===== config.mk =====
export PLATFORM = sky130hd
export DESIGN_NAME = uart_rx_os_flat
export DESIGN_NICKNAME = d
export VERILOG_FILES = /design/src/rtl/uart_rx_os_if.sv /design/src/rtl/uart_rx_os.sv /design/src/flat_wrapper.sv
export SDC_FILE = /design/constraint.sdc
export NUM_CORES = 1
export LEC_CHECK = 0
export ABC_AREA = 1
export CORE_MARGIN = 5
export CORE_UTILIZATION = 54
export DETAILED_ROUTE_END_ITERATION = 16
export HOLD_SLACK_MARGIN = 0.08
export PLACE_DENSITY = 0.77
export SYNTH_ARGS = -nofsm -noshare
export SYNTH_HDL_FRONTEND = slang
export SYNTH_SLANG_ARGS = --single-unit

===== constraint.sdc =====
create_clock -name baud_clk -period 1.4 [get_ports baud_clk]
set_input_delay 0.28 -clock baud_clk [delete_from_list [all_inputs] [get_ports baud_clk]]
set_output_delay 0.28 -clock baud_clk [all_outputs]
set_load 0.01 [all_outputs]

===== src/rtl/uart_rx_os_if.sv =====
// rtl/uart_rx_os_if.sv - received-word handshake bundle between the UART receiver and its consumer
interface uart_rx_os_if #(
    parameter int DATA_BITS = 8
);
    logic [DATA_BITS-1:0] RX_DATA;
    logic                 RX_VALID;
    logic                 RX_READY;
    logic                 FRAME_ERR;
    logic                 PARITY_ERR;
    logic                 RX_BREAK;
    logic                 OVERRUN;

    modport master (
        output RX_DATA, RX_VALID, FRAME_ERR, PARITY_ERR, RX_BREAK, OVERRUN,
        input  RX_READY
    );

    modport slave (
        input  RX_DATA, RX_VALID, FRAME_ERR, PARITY_ERR, RX_BREAK, OVERRUN,
        output RX_READY
    );
endinterface


===== src/rtl/uart_rx_os.sv =====
// rtl/uart_rx_os.sv - oversampling UART receiver with majority vote, parity/stop checks and break/overrun flags
module uart_rx_os #(
    parameter int OVERSAMPLE = 16,
    parameter int DATA_BITS  = 8,
    parameter int PARITY     = 0,
    parameter int STOP_BITS  = 1
) (
    input  logic        baud_clk,
    input  logic        reset,
    input  logic        UART_RX,
    output logic        RX_BUSY,
    uart_rx_os_if.master rx
);
    localparam int TW = $clog2(OVERSAMPLE);
    localparam int BW = (DATA_BITS > 1) ? $clog2(DATA_BITS) : 1;

    localparam logic [TW-1:0] T_LAST = TW'(OVERSAMPLE - 1);
    localparam logic [TW-1:0] T_PRE  = TW'(OVERSAMPLE / 2 - 1);
    localparam logic [TW-1:0] T_MID  = TW'(OVERSAMPLE / 2);
    localparam logic [TW-1:0] T_DEC  = TW'(OVERSAMPLE / 2 + 1);
    localparam logic [BW-1:0] B_LAST = BW'(DATA_BITS - 1);

    localparam logic [2:0] ST_IDLE  = 3'd0;
    localparam logic [2:0] ST_START = 3'd1;
    localparam logic [2:0] ST_DATA  = 3'd2;
    localparam logic [2:0] ST_PAR   = 3'd3;
    localparam logic [2:0] ST_STOP  = 3'd4;
    localparam logic [2:0] ST_BRK   = 3'd5;

    logic                 rx_m, rx_s;
    logic [2:0]           state;
    logic [TW-1:0]        tick;
    logic [BW-1:0]        bit_idx;
    logic                 stop_idx;
    logic                 s_pre, s_mid;
    logic [DATA_BITS-1:0] shreg;
    logic                 par_bit;
    logic                 ferr_acc;
    logic                 all_zero;

    logic [DATA_BITS-1:0] rx_data_q;
    logic                 valid_q, ferr_q, perr_q, brk_q, ovr_q;

    logic vote, decision, bit_end, last_stop, complete;
    logic fin_ferr, fin_brk, fin_perr, parity_x;

    always_comb begin
        vote      = (s_pre & s_mid) | (s_pre & rx_s) | (s_mid & rx_s);
        decision  = (tick == T_DEC);
        bit_end   = (tick == T_LAST);
        last_stop = (STOP_BITS != 2) | stop_idx;
        complete  = (state == ST_STOP) && decision && last_stop;
        fin_ferr  = ferr_acc | ~vote;
        fin_brk   = all_zero & ~vote;
        parity_x  = (^shreg) ^ par_bit;
        fin_perr  = (PARITY == 1) ? ~parity_x : (PARITY == 2) ? parity_x : 1'b0;
    end

    always_ff @(posedge baud_clk) begin
        if (!reset) begin
            rx_m     <= 1'b1;
            rx_s     <= 1'b1;
            state    <= ST_IDLE;
            tick     <= '0;
            bit_idx  <= '0;
            stop_idx <= 1'b0;
            s_pre    <= 1'b1;
            s_mid    <= 1'b1;
            shreg    <= '0;
            par_bit  <= 1'b0;
            ferr_acc <= 1'b0;
            all_zero <= 1'b0;
        end else begin
            rx_m <= UART_RX;
            rx_s <= rx_m;
            if (tick == T_PRE) s_pre <= rx_s;
            if (tick == T_MID) s_mid <= rx_s;
            tick <= (state == ST_IDLE || state == ST_BRK || bit_end) ? '0 : tick + 1'b1;

            case (state)
                ST_IDLE: if (!rx_s) state <= ST_START;
                ST_START: begin
                    if (decision && vote) begin
                        state <= ST_IDLE;
                        tick  <= '0;
                    end else if (bit_end) begin
                        state    <= ST_DATA;
                        bit_idx  <= '0;
                        stop_idx <= 1'b0;
                        ferr_acc <= 1'b0;
                        all_zero <= 1'b1;
                    end
                end
                ST_DATA: begin
                    // LSB arrives first, so each new bit enters at the top and walks down
                    if (decision) begin
                        shreg <= {vote, shreg[DATA_BITS-1:1]};
                        if (vote) all_zero <= 1'b0;
                    end
                    if (bit_end) begin
                        if (bit_idx == B_LAST) state <= (PARITY != 0) ? ST_PAR : ST_STOP;
                        else                   bit_idx <= bit_idx + 1'b1;
                    end
                end
                ST_PAR: begin
                    if (decision) begin
                        par_bit <= vote;
                        if (vote) all_zero <= 1'b0;
                    end
                    if (bit_end) state <= ST_STOP;
                end
                ST_STOP: begin
                    if (decision) begin
                        if (!vote) ferr_acc <= 1'b1;
                        if (vote)  all_zero <= 1'b0;
                        // last stop bit ends the frame mid-bit so a back-to-back start is not missed
                        if (last_stop) begin
                            state <= fin_brk ? ST_BRK : ST_IDLE;
                            tick  <= '0;
                        end else begin
                            stop_idx <= 1'b1;
                        end
                    end
                end
                ST_BRK:  if (rx_s) state <= ST_IDLE;
                default: state <= ST_IDLE;
            endcase
        end
    end

    always_ff @(posedge baud_clk) begin
        if (!reset) begin
            rx_data_q <= '0;
            valid_q   <= 1'b0;
            ferr_q    <= 1'b0;
            perr_q    <= 1'b0;
            brk_q     <= 1'b0;
            ovr_q     <= 1'b0;
        end else begin
            brk_q <= complete & fin_brk;
            ovr_q <= 1'b0;
            if (complete) begin
                if (!valid_q || rx.RX_READY) begin
                    rx_data_q <= shreg;
                    ferr_q    <= fin_ferr;
                    perr_q    <= fin_perr;
                    valid_q   <= 1'b1;
                end else begin
                    ovr_q <= 1'b1;
                end
            end else if (valid_q && rx.RX_READY) begin
                valid_q <= 1'b0;
            end
        end
    end

    assign rx.RX_DATA    = rx_data_q;
    assign rx.RX_VALID   = valid_q;
    assign rx.FRAME_ERR  = ferr_q;
    assign rx.PARITY_ERR = perr_q;
    assign rx.RX_BREAK   = brk_q;
    assign rx.OVERRUN    = ovr_q;
    assign RX_BUSY       = (state != ST_IDLE);
endmodule

===== src/flat_wrapper.sv =====
// flat-port wrapper written by rule: the top's interface ports become plain ports
module uart_rx_os_flat 
#(
    parameter int OVERSAMPLE = 16,
    parameter int DATA_BITS  = 8,
    parameter int PARITY     = 0,
    parameter int STOP_BITS  = 1
)
  (baud_clk, reset, UART_RX, RX_BUSY, rx_RX_DATA, rx_RX_VALID, rx_FRAME_ERR, rx_PARITY_ERR, rx_RX_BREAK, rx_OVERRUN, rx_RX_READY);
  uart_rx_os_if #(.DATA_BITS(DATA_BITS)) rx_i ();
  input  logic baud_clk;
  input  logic reset;
  input  logic UART_RX;
  output logic RX_BUSY;
  output wire logic [$bits(rx_i.RX_DATA)-1:0] rx_RX_DATA;
  output wire logic [$bits(rx_i.RX_VALID)-1:0] rx_RX_VALID;
  output wire logic [$bits(rx_i.FRAME_ERR)-1:0] rx_FRAME_ERR;
  output wire logic [$bits(rx_i.PARITY_ERR)-1:0] rx_PARITY_ERR;
  output wire logic [$bits(rx_i.RX_BREAK)-1:0] rx_RX_BREAK;
  output wire logic [$bits(rx_i.OVERRUN)-1:0] rx_OVERRUN;
  input wire logic [$bits(rx_i.RX_READY)-1:0] rx_RX_READY;
  assign rx_RX_DATA = rx_i.RX_DATA;
  assign rx_RX_VALID = rx_i.RX_VALID;
  assign rx_FRAME_ERR = rx_i.FRAME_ERR;
  assign rx_PARITY_ERR = rx_i.PARITY_ERR;
  assign rx_RX_BREAK = rx_i.RX_BREAK;
  assign rx_OVERRUN = rx_i.OVERRUN;
  assign rx_i.RX_READY = rx_RX_READY;
  uart_rx_os #(.OVERSAMPLE(OVERSAMPLE), .DATA_BITS(DATA_BITS), .PARITY(PARITY), .STOP_BITS(STOP_BITS)) u_core (.baud_clk(baud_clk), .reset(reset), .UART_RX(UART_RX), .RX_BUSY(RX_BUSY), .rx(rx_i));
endmodule

==> results.json, run 1 <==
{
  "status": "complete, no violations",
  "netlist_area_um2": 1550,
  "end_kind": "flop",
  "grt_max_degree": 24,
  "timing.final.ws_setup_ns": 0.00595,
  "io_buffer_count": 16,
  "clock_sinks": 36,
  "dp_cells": 261,
  "synthToLayoutAreaGrowth_pct": 34.5,
  "required_ns": 1.64,
  "synth-seq-cells": 36,
  "drt_iter0_markers": 64,
  "fin_skew_ns": 0.00659,
  "via_count": 1507,
  "cp_max_fo": 6,
  "holdPathStages": 1,
  "die_h_um": 63.6,
  "startpoint_type": "flop",
  "syn_inst": 204,
  "grt_pass1_wl_um": 5720,
  "fin_util_pct": 75.7,
  "place_congestion": 0.872,
  "crit_type": "flop to flop",
  "vdd_ir_drop_max_mv": 1.39,
  "tns_ns": 0,
  "antenna_found_initial": 0,
  "clockBufferDepth": 2,
  "slowest_delay_ns": 0.37,
  "yosysSeqAreaShare_pct": 46.5,
  "coreArea_um2": 2760,
  "ios": 18,
  "synth_cell_types": 27,
  "wl_per_cell_um": 13.6,
  "timing.final.crit_share_pct": 99.6,
  "clk_pin_slew_ns": 0.10,
  "syn_area_per_cell_um2": 7.61,
  "n_fill_cell": 208,
  "grtUsageTotal_pct": 17.5,
  "total_power_mw": 3.05,
  "total_leakage_power_nw": 0.942,
  "initial_utilization_pct": 56.3,
  "cts_buffers": 5,
  "syn_nets": 213,
  "period_needed_ns": 1.39,
  "crit_top_cell": "nand2_2",
  "final_area_um2": 2090,
  "detail-route-antenna-nets": 0,
  "reg2reg_setup_slack_ns": 0.006,
  "final-setup-viol-count": 0,
  "reg2regPathDepth": 9,
  "instances_no_fill": 278,
  "fin_worst_hold_slack_ns": 0.428,
  "hold_violations": 0,
  "die_area_um2": 4040,
  "crit_slowest_cell": "dfxtp_4",
  "grt_remaining_overflow": 0,
  "grt_pass1_vias": 1352,
  "vias_per_cell": 5.42,
  "hold_buffers": 0,
  "rsz0062_at_grt": "yes",
  "maxCapViolations": 0,
  "yosysWarnings": 0,
  "p_per_area_nw_per_um2": 1460,
  "fmax_mhz": 717,
  "placed_area_um2": 1830,
  "routed_wl_um": 3790,
  "crit_chain": "buf_4 > nand3_2 > clkinv_1 > nand2_2 > nand2_2 > nand2_4 > nand3_2 > nand2_2 > nor2_1",
  "cts-root-buf": "clkbuf_4",
  "drive_above_1_share_pct": 33.6,
  "cts_tree": "yes",
  "clock_latency_ns": 0.34,
  "preCtsSetupSlack_ns": -0.0411,
  "layout.nets": 256,
  "dr.pass1.iters": 4,
  "drc": 0,
  "post-dp-hpwl_um": 2380,
  "htreeDepth": 2,
  "antenna_cells": 0,
  "fp.dieW_um": 63.6,
  "arrival_ns": 1.63,
  "hold_class": "flop to flop",
  "drv_slew": 0,
  "fp-row-count": 19
}
state kept, by name, indices dropped and copies added (netlist names):
register and count:
u_core.all_zero 1, u_core.bit_idx 3, u_core.ferr_acc 1, u_core.rx.FRAME_ERR 1, u_core.rx.OVERRUN 1, u_core.rx.RX_BREAK 1, u_core.rx.RX_DATA 8, u_core.rx.RX_VALID 1
u_core.rx_m 1, u_core.rx_s 1, u_core.s_mid 1, u_core.s_pre 1, u_core.shreg 8, u_core.state 3, u_core.tick 4
cell usage in the layout (no fill, tap or decap), types with 2 or more instances in the layout:
master and count:
a21oi_1 6, buf_4 21, clkbuf_4 5, clkbuf_8 2, clkdlybuf4s50_1 3, dfxtp_1 30
dfxtp_2 4, dfxtp_4 2, dlygate4sd2_1 12, ha_1 3, ha_4 2, inv_1 9
inv_2 6, nand2_1 18, nand2_2 15, nand2_4 4, nand3_1 7, nand3_2 5
nor2_1 46, nor2_4 4, nor3_1 2, nor3_2 2, o21ai_0 19, o21ai_1 3
or2_2 3
logic make-up after synthesis:
| group | Yosys count | share of synthesized area (%) |
|---|---|---|
| buffers and inverters | 21 | 5.40 |
| AO/OA/AOI/OAI | 33 | 11.5 |
| XOR/XNOR | 1 | 0.565 |
| flip-flops | 36 | 46.5 |
| AND/OR/NAND/NOR | 107 | 31.8 |
| adder cells (fa/ha/maj) | 5 | 4.03 |
| other | 1 | 0.242 |
Yosys cell counts:
cell type	instances	area, um^2
nor2_2	1	6.26
buf_4	1	7.51
inv_1	12	45.0
xor2_1	1	8.76
clkbuf_1	2	7.51
a21oi_2	1	8.76
o311ai_0	1	8.76
ha_1	5	62.6
nor2_1	47	176
o21ai_1	2	10.0
a21oi_1	7	35.0
nor2_4	3	33.8
a41oi_1	1	8.76
nand3_1	11	55.1
nand3_2	2	20.0
clkinv_1	1	3.75
nand2_1	27	101
nand2_4	1	11.3
clkinv_2	1	5.00
or2_2	3	18.8
inv_2	4	15.0
o21ai_0	20	100
nand2_2	8	50.1
conb_1	1	3.75
nor3_1	4	20.0
a211oi_1	1	7.51
dfxtp_1	36	721
per-layer routing:
| layer | up-vias | track usage (%) | wire, um |
|---|---|---|---|
| li1 | 742 | - | - |
| met1 | 695 | 20.1 | 1430 |
| met2 | 52 | 29.1 | 1980 |
| met3 | 18 | 6.22 | 231 |
| met4 | 0 | 7.27 | 150 |
| met5 | - | 0 | 0 |
repair_timing:
| action | 4_1_cts | 5_1_grt |
|---|---|---|
| gates resized for setup | 26 | 33 |
| endpoints found under the setup margin | 18 | 25 |
| cloned | 0 | 2 |
| pin swaps | 0 | 17 |
| buffers inserted | 0 | 8 |
final timing paths:
path / startpoint / to
max reg2reg: u_core.state[0]$_SDFFE_PN0P_ / u_core.state[0]$_SDFFE_PN0P_
min reg2reg: u_core.rx_m$_SDFF_PN1_ / u_core.rx_s$_SDFF_PN1_
min: u_core.rx_m$_SDFF_PN1_ / u_core.rx_s$_SDFF_PN1_
max: u_core.state[0]$_SDFFE_PN0P_ / u_core.state[0]$_SDFFE_PN0P_
layout make-up:
type                            count  area, um^2  area share [%]
Multi-Input combinational cell    148         872            41.8
Sequential cell                    36         733            35.1
Timing Repair Buffer               37         298            14.3
Inverter                           18        75.1            3.60
Clock buffer                        7        65.1            3.12
Tap cell                           31        38.8            1.86
Timing Repair inverter              1        5.00           0.240
worst max-delay path, delay by kind of cell, from the launching register on:
family | cells | cell delay, ns
simple gates | 7 | 0.63
buf+inv | 2 | 0.29
flops | 1 | 0.37
where the power goes:
group          internal (mW)  leakage [nW]  switching, mW
sequential              1.11         0.295         0.0725
clock                  0.285        0.0374          0.328
combinational          0.520         0.610          0.738
No activity file was read; power rests on OpenSTA's default activity.
==> run 2: changes to the inputs <==
--- a/config.mk
+++ b/config.mk
@@ -7,10 +7,10 @@
 export LEC_CHECK = 0
 export ABC_AREA = 1
 export CORE_MARGIN = 5
-export CORE_UTILIZATION = 54
+export CORE_UTILIZATION = 58
 export DETAILED_ROUTE_END_ITERATION = 16
 export HOLD_SLACK_MARGIN = 0.08
-export PLACE_DENSITY = 0.77
+export PLACE_DENSITY = 0.84
 export SYNTH_ARGS = -nofsm -noshare
 export SYNTH_HDL_FRONTEND = slang
 export SYNTH_SLANG_ARGS = --single-unit
==> constraint.sdc (replaced) <==
create_clock -name baud_clk -period 1.7 [get_ports baud_clk]
set_input_delay 0.34 -clock baud_clk [delete_from_list [all_inputs] [get_ports baud_clk]]
set_output_delay 0.34 -clock baud_clk [all_outputs]
set_load 0.01 [all_outputs]
==> results.json, run 2 (synthesized netlist as in run 1, its figures left out) <==
{
  "placed_area_um2": 1750,
  "n_fill_cell": 203,
  "drive_above_1_share_pct": 15.9,
  "initial_utilization_pct": 61.5,
  "final_common_cell": "nor2_1",
  "fmax_mhz": 623,
  "fp.dieW_um": 61.7,
  "crit_slowest_cell": "dfxtp_1",
  "startpoint_type": "flop",
  "reg2regPathDepth": 11,
  "wl_per_cell_um": 12.5,
  "final-setup-viol-count": 0,
  "via_count": 1384,
  "cts_tree": "yes",
  "antenna_cells": 0,
  "grtUsageTotal_pct": 20.9,
  "path_depth": 3,
  "hold_buffers": 0,
  "dp_cells": 249,
  "total_leakage_power_nw": 0.760,
  "r2r-end": "u_core.state[1]$_SDFFE_PN0P_",
  "grt_pass1_vias": 1329,
  "status": "complete, no violations",
  "antenna_found_initial": 0,
  "clock_sinks": 36,
  "p_per_area_nw_per_um2": 1230,
  "die_area_um2": 3810,
  "grt_max_degree": 24,
  "die_h_um": 61.7,
  "dr.pass1.iters": 4,
  "tns_ns": 0,
  "required_ns": 1.36,
  "clk_pin_slew_ns": 0.10,
  "clockBufferDepth": 2,
  "drc": 0,
  "crit_chain": "nor2_2 > nand2_2 > dlygate4sd2_1",
  "cp_top_family": "flip-flops",
  "hold_violations": 0,
  "final_cell_mix": "47 x nor2_1, 33 x dfxtp_1, 27 x nand2_1",
  "grt_remaining_overflow": 0,
  "reg2reg_setup_slack_ns": 0.19,
  "instances_no_fill": 257,
  "worstReg2RegStart": "u_core.tick[1]$_SDFF_PN0_",
  "rsz0062_at_grt": "no",
  "synthToLayoutAreaGrowth_pct": 17.8,
  "drt_iter0_markers": 78,
  "fin_worst_hold_slack_ns": 0.425,
  "cts-root-buf": "clkbuf_4",
  "slowest_delay_ns": 0.34,
  "coreArea_um2": 2520,
  "period_needed_ns": 1.60,
  "layout.nets": 235,
  "vias_per_cell": 5.39,
  "htreeDepth": 2,
  "drv_slew": 0,
  "fin_skew_ns": 0.0145,
  "ios": 18,
  "grt_pass1_wl_um": 5780,
  "hold_class": "flop to flop",
  "clock_latency_ns": 0.35,
  "path_buf_inv": 1,
  "detail-route-antenna-nets": 0,
  "cp_max_fo": 4,
  "end_kind": "output port",
  "cts_buffers": 5,
  "timing.final.crit_share_pct": 94.4,
  "final_area_um2": 1830,
  "io_buffer_count": 16,
  "endpoint": "RX_BUSY",
  "vdd_ir_drop_max_mv": 1.41,
  "worstSetupStartpoint": "u_core.state[0]$_SDFFE_PN0P_",
  "arrival_ns": 1.26,
  "place_congestion": 0.963,
  "routed_wl_um": 3200,
  "fp-row-count": 18,
  "crit_type": "flop to output port",
  "maxCapViolations": 0,
  "holdPathStages": 1,
  "post-dp-hpwl_um": 2420
}
-- run 2: changes by cell type in the layout (fill, tap and decap cells not counted), moves of 3 or more --
cell | previous run | this run
clkdlybuf4s50_1 | 3 | 15
nand3_2 | 5 | 2
nand2_1 | 18 | 27
buf_4 | 21 | 2
dfxtp_1 | 30 | 33
nand3_1 | 7 | 11
nand2_4 | 4 | 1
dlygate4sd2_1 | 12 | 1
inv_1 | 9 | 12
nand2_2 | 15 | 8
-- run 2: through the flow --
step	utilization (%)	power, mW	setup slack [ns]
floorplan	-	1.49	0.418
global route	72.5	2.39	0.0368
CTS	72.4	2.25	0.0640
detailed placement	69.3	1.67	0.133
global placement	69.3	1.64	0.245
finish	72.5	2.24	0.0956
-- run 2: how the worst min path moves through the flow --
stage / startpoint / end / slack [ns]
6_report: u_core.rx_m$_SDFF_PN1_ / u_core.rx_s$_SDFF_PN1_ / 0.43
5_1_grt: u_core.rx_m$_SDFF_PN1_ / u_core.rx_s$_SDFF_PN1_ / 0.45
4_1_cts: u_core.rx_m$_SDFF_PN1_ / u_core.rx_s$_SDFF_PN1_ / 0.43
3_5_place_dp: u_core.rx_m$_SDFF_PN1_ / u_core.rx_s$_SDFF_PN1_ / 0.40
3_3_place_gp: u_core.rx_m$_SDFF_PN1_ / u_core.rx_s$_SDFF_PN1_ / 0.40
2_1_floorplan: u_core.rx_m$_SDFF_PN1_ / u_core.rx_s$_SDFF_PN1_ / 0.39
-- run 2: timing repair --
action | 4_1_cts | 5_1_grt
setup buffers | 0 | 0
gates resized for setup | 3 | 1
gates cloned | 0 | 0
setup endpoints to repair | 1 | 2
-- run 2: cell type report --
| class | count | area [um^2] | area share, % |
|---|---|---|---|
| clock buffers | 6 | 41.3 | 2.26 |
| clock inverters | 2 | 35.0 | 1.92 |
| inverters | 18 | 68.8 | 3.76 |
| multi-input cells | 147 | 747 | 40.9 |
| flip-flops and latches | 36 | 724 | 39.6 |
| well taps | 30 | 37.5 | 2.05 |
| repair buffers | 18 | 174 | 9.51 |
-- run 2: worst reg2reg max path: stages, from the launching register on --
cell and delay (ns):
dfxtp_1 0.34, inv_1 0.08, ha_1 0.16, nand3_2 0.12
inv_2 0.12, nand2_1 0.06, nand2_1 0.09, nand2_1 0.09
nand2_2 0.13, nand3_1 0.10, nand2_1 0.07, nor2_1 0.04
-- run 2: metal layers --
layer | vias up | wire length, um | part of all wire, % | GRT usage (%)
met4 | 0 | 80 | 2.5 | 10.9
met2 | 56 | 1550 | 48 | 35.7
met3 | 8 | 257 | 8.0 | 4.34
met5 | - | 0 | 0 | 0
li1 | 695 | - | - | -
met1 | 625 | 1310 | 41 | 24.5
-- run 2: where the power goes --
group | internal (mW) | leakage, nW | total (mW) | switching, mW
clock network | 0.308 | 0.0422 | 0.591 | 0.283
logic | 0.244 | 0.425 | 0.690 | 0.446
registers | 0.904 | 0.292 | 0.959 | 0.0544
==> run 3: changes to the inputs <==
--- a/config.mk
+++ b/config.mk
@@ -6,6 +6,7 @@
 export NUM_CORES = 1
 export LEC_CHECK = 0
 export ABC_AREA = 1
+export CAP_MARGIN = 0
 export CORE_MARGIN = 5
 export CORE_UTILIZATION = 58
 export DETAILED_ROUTE_END_ITERATION = 16
==> results of run 3 <==
No change in the layout: final DEF, timing and power equal those of run 2.
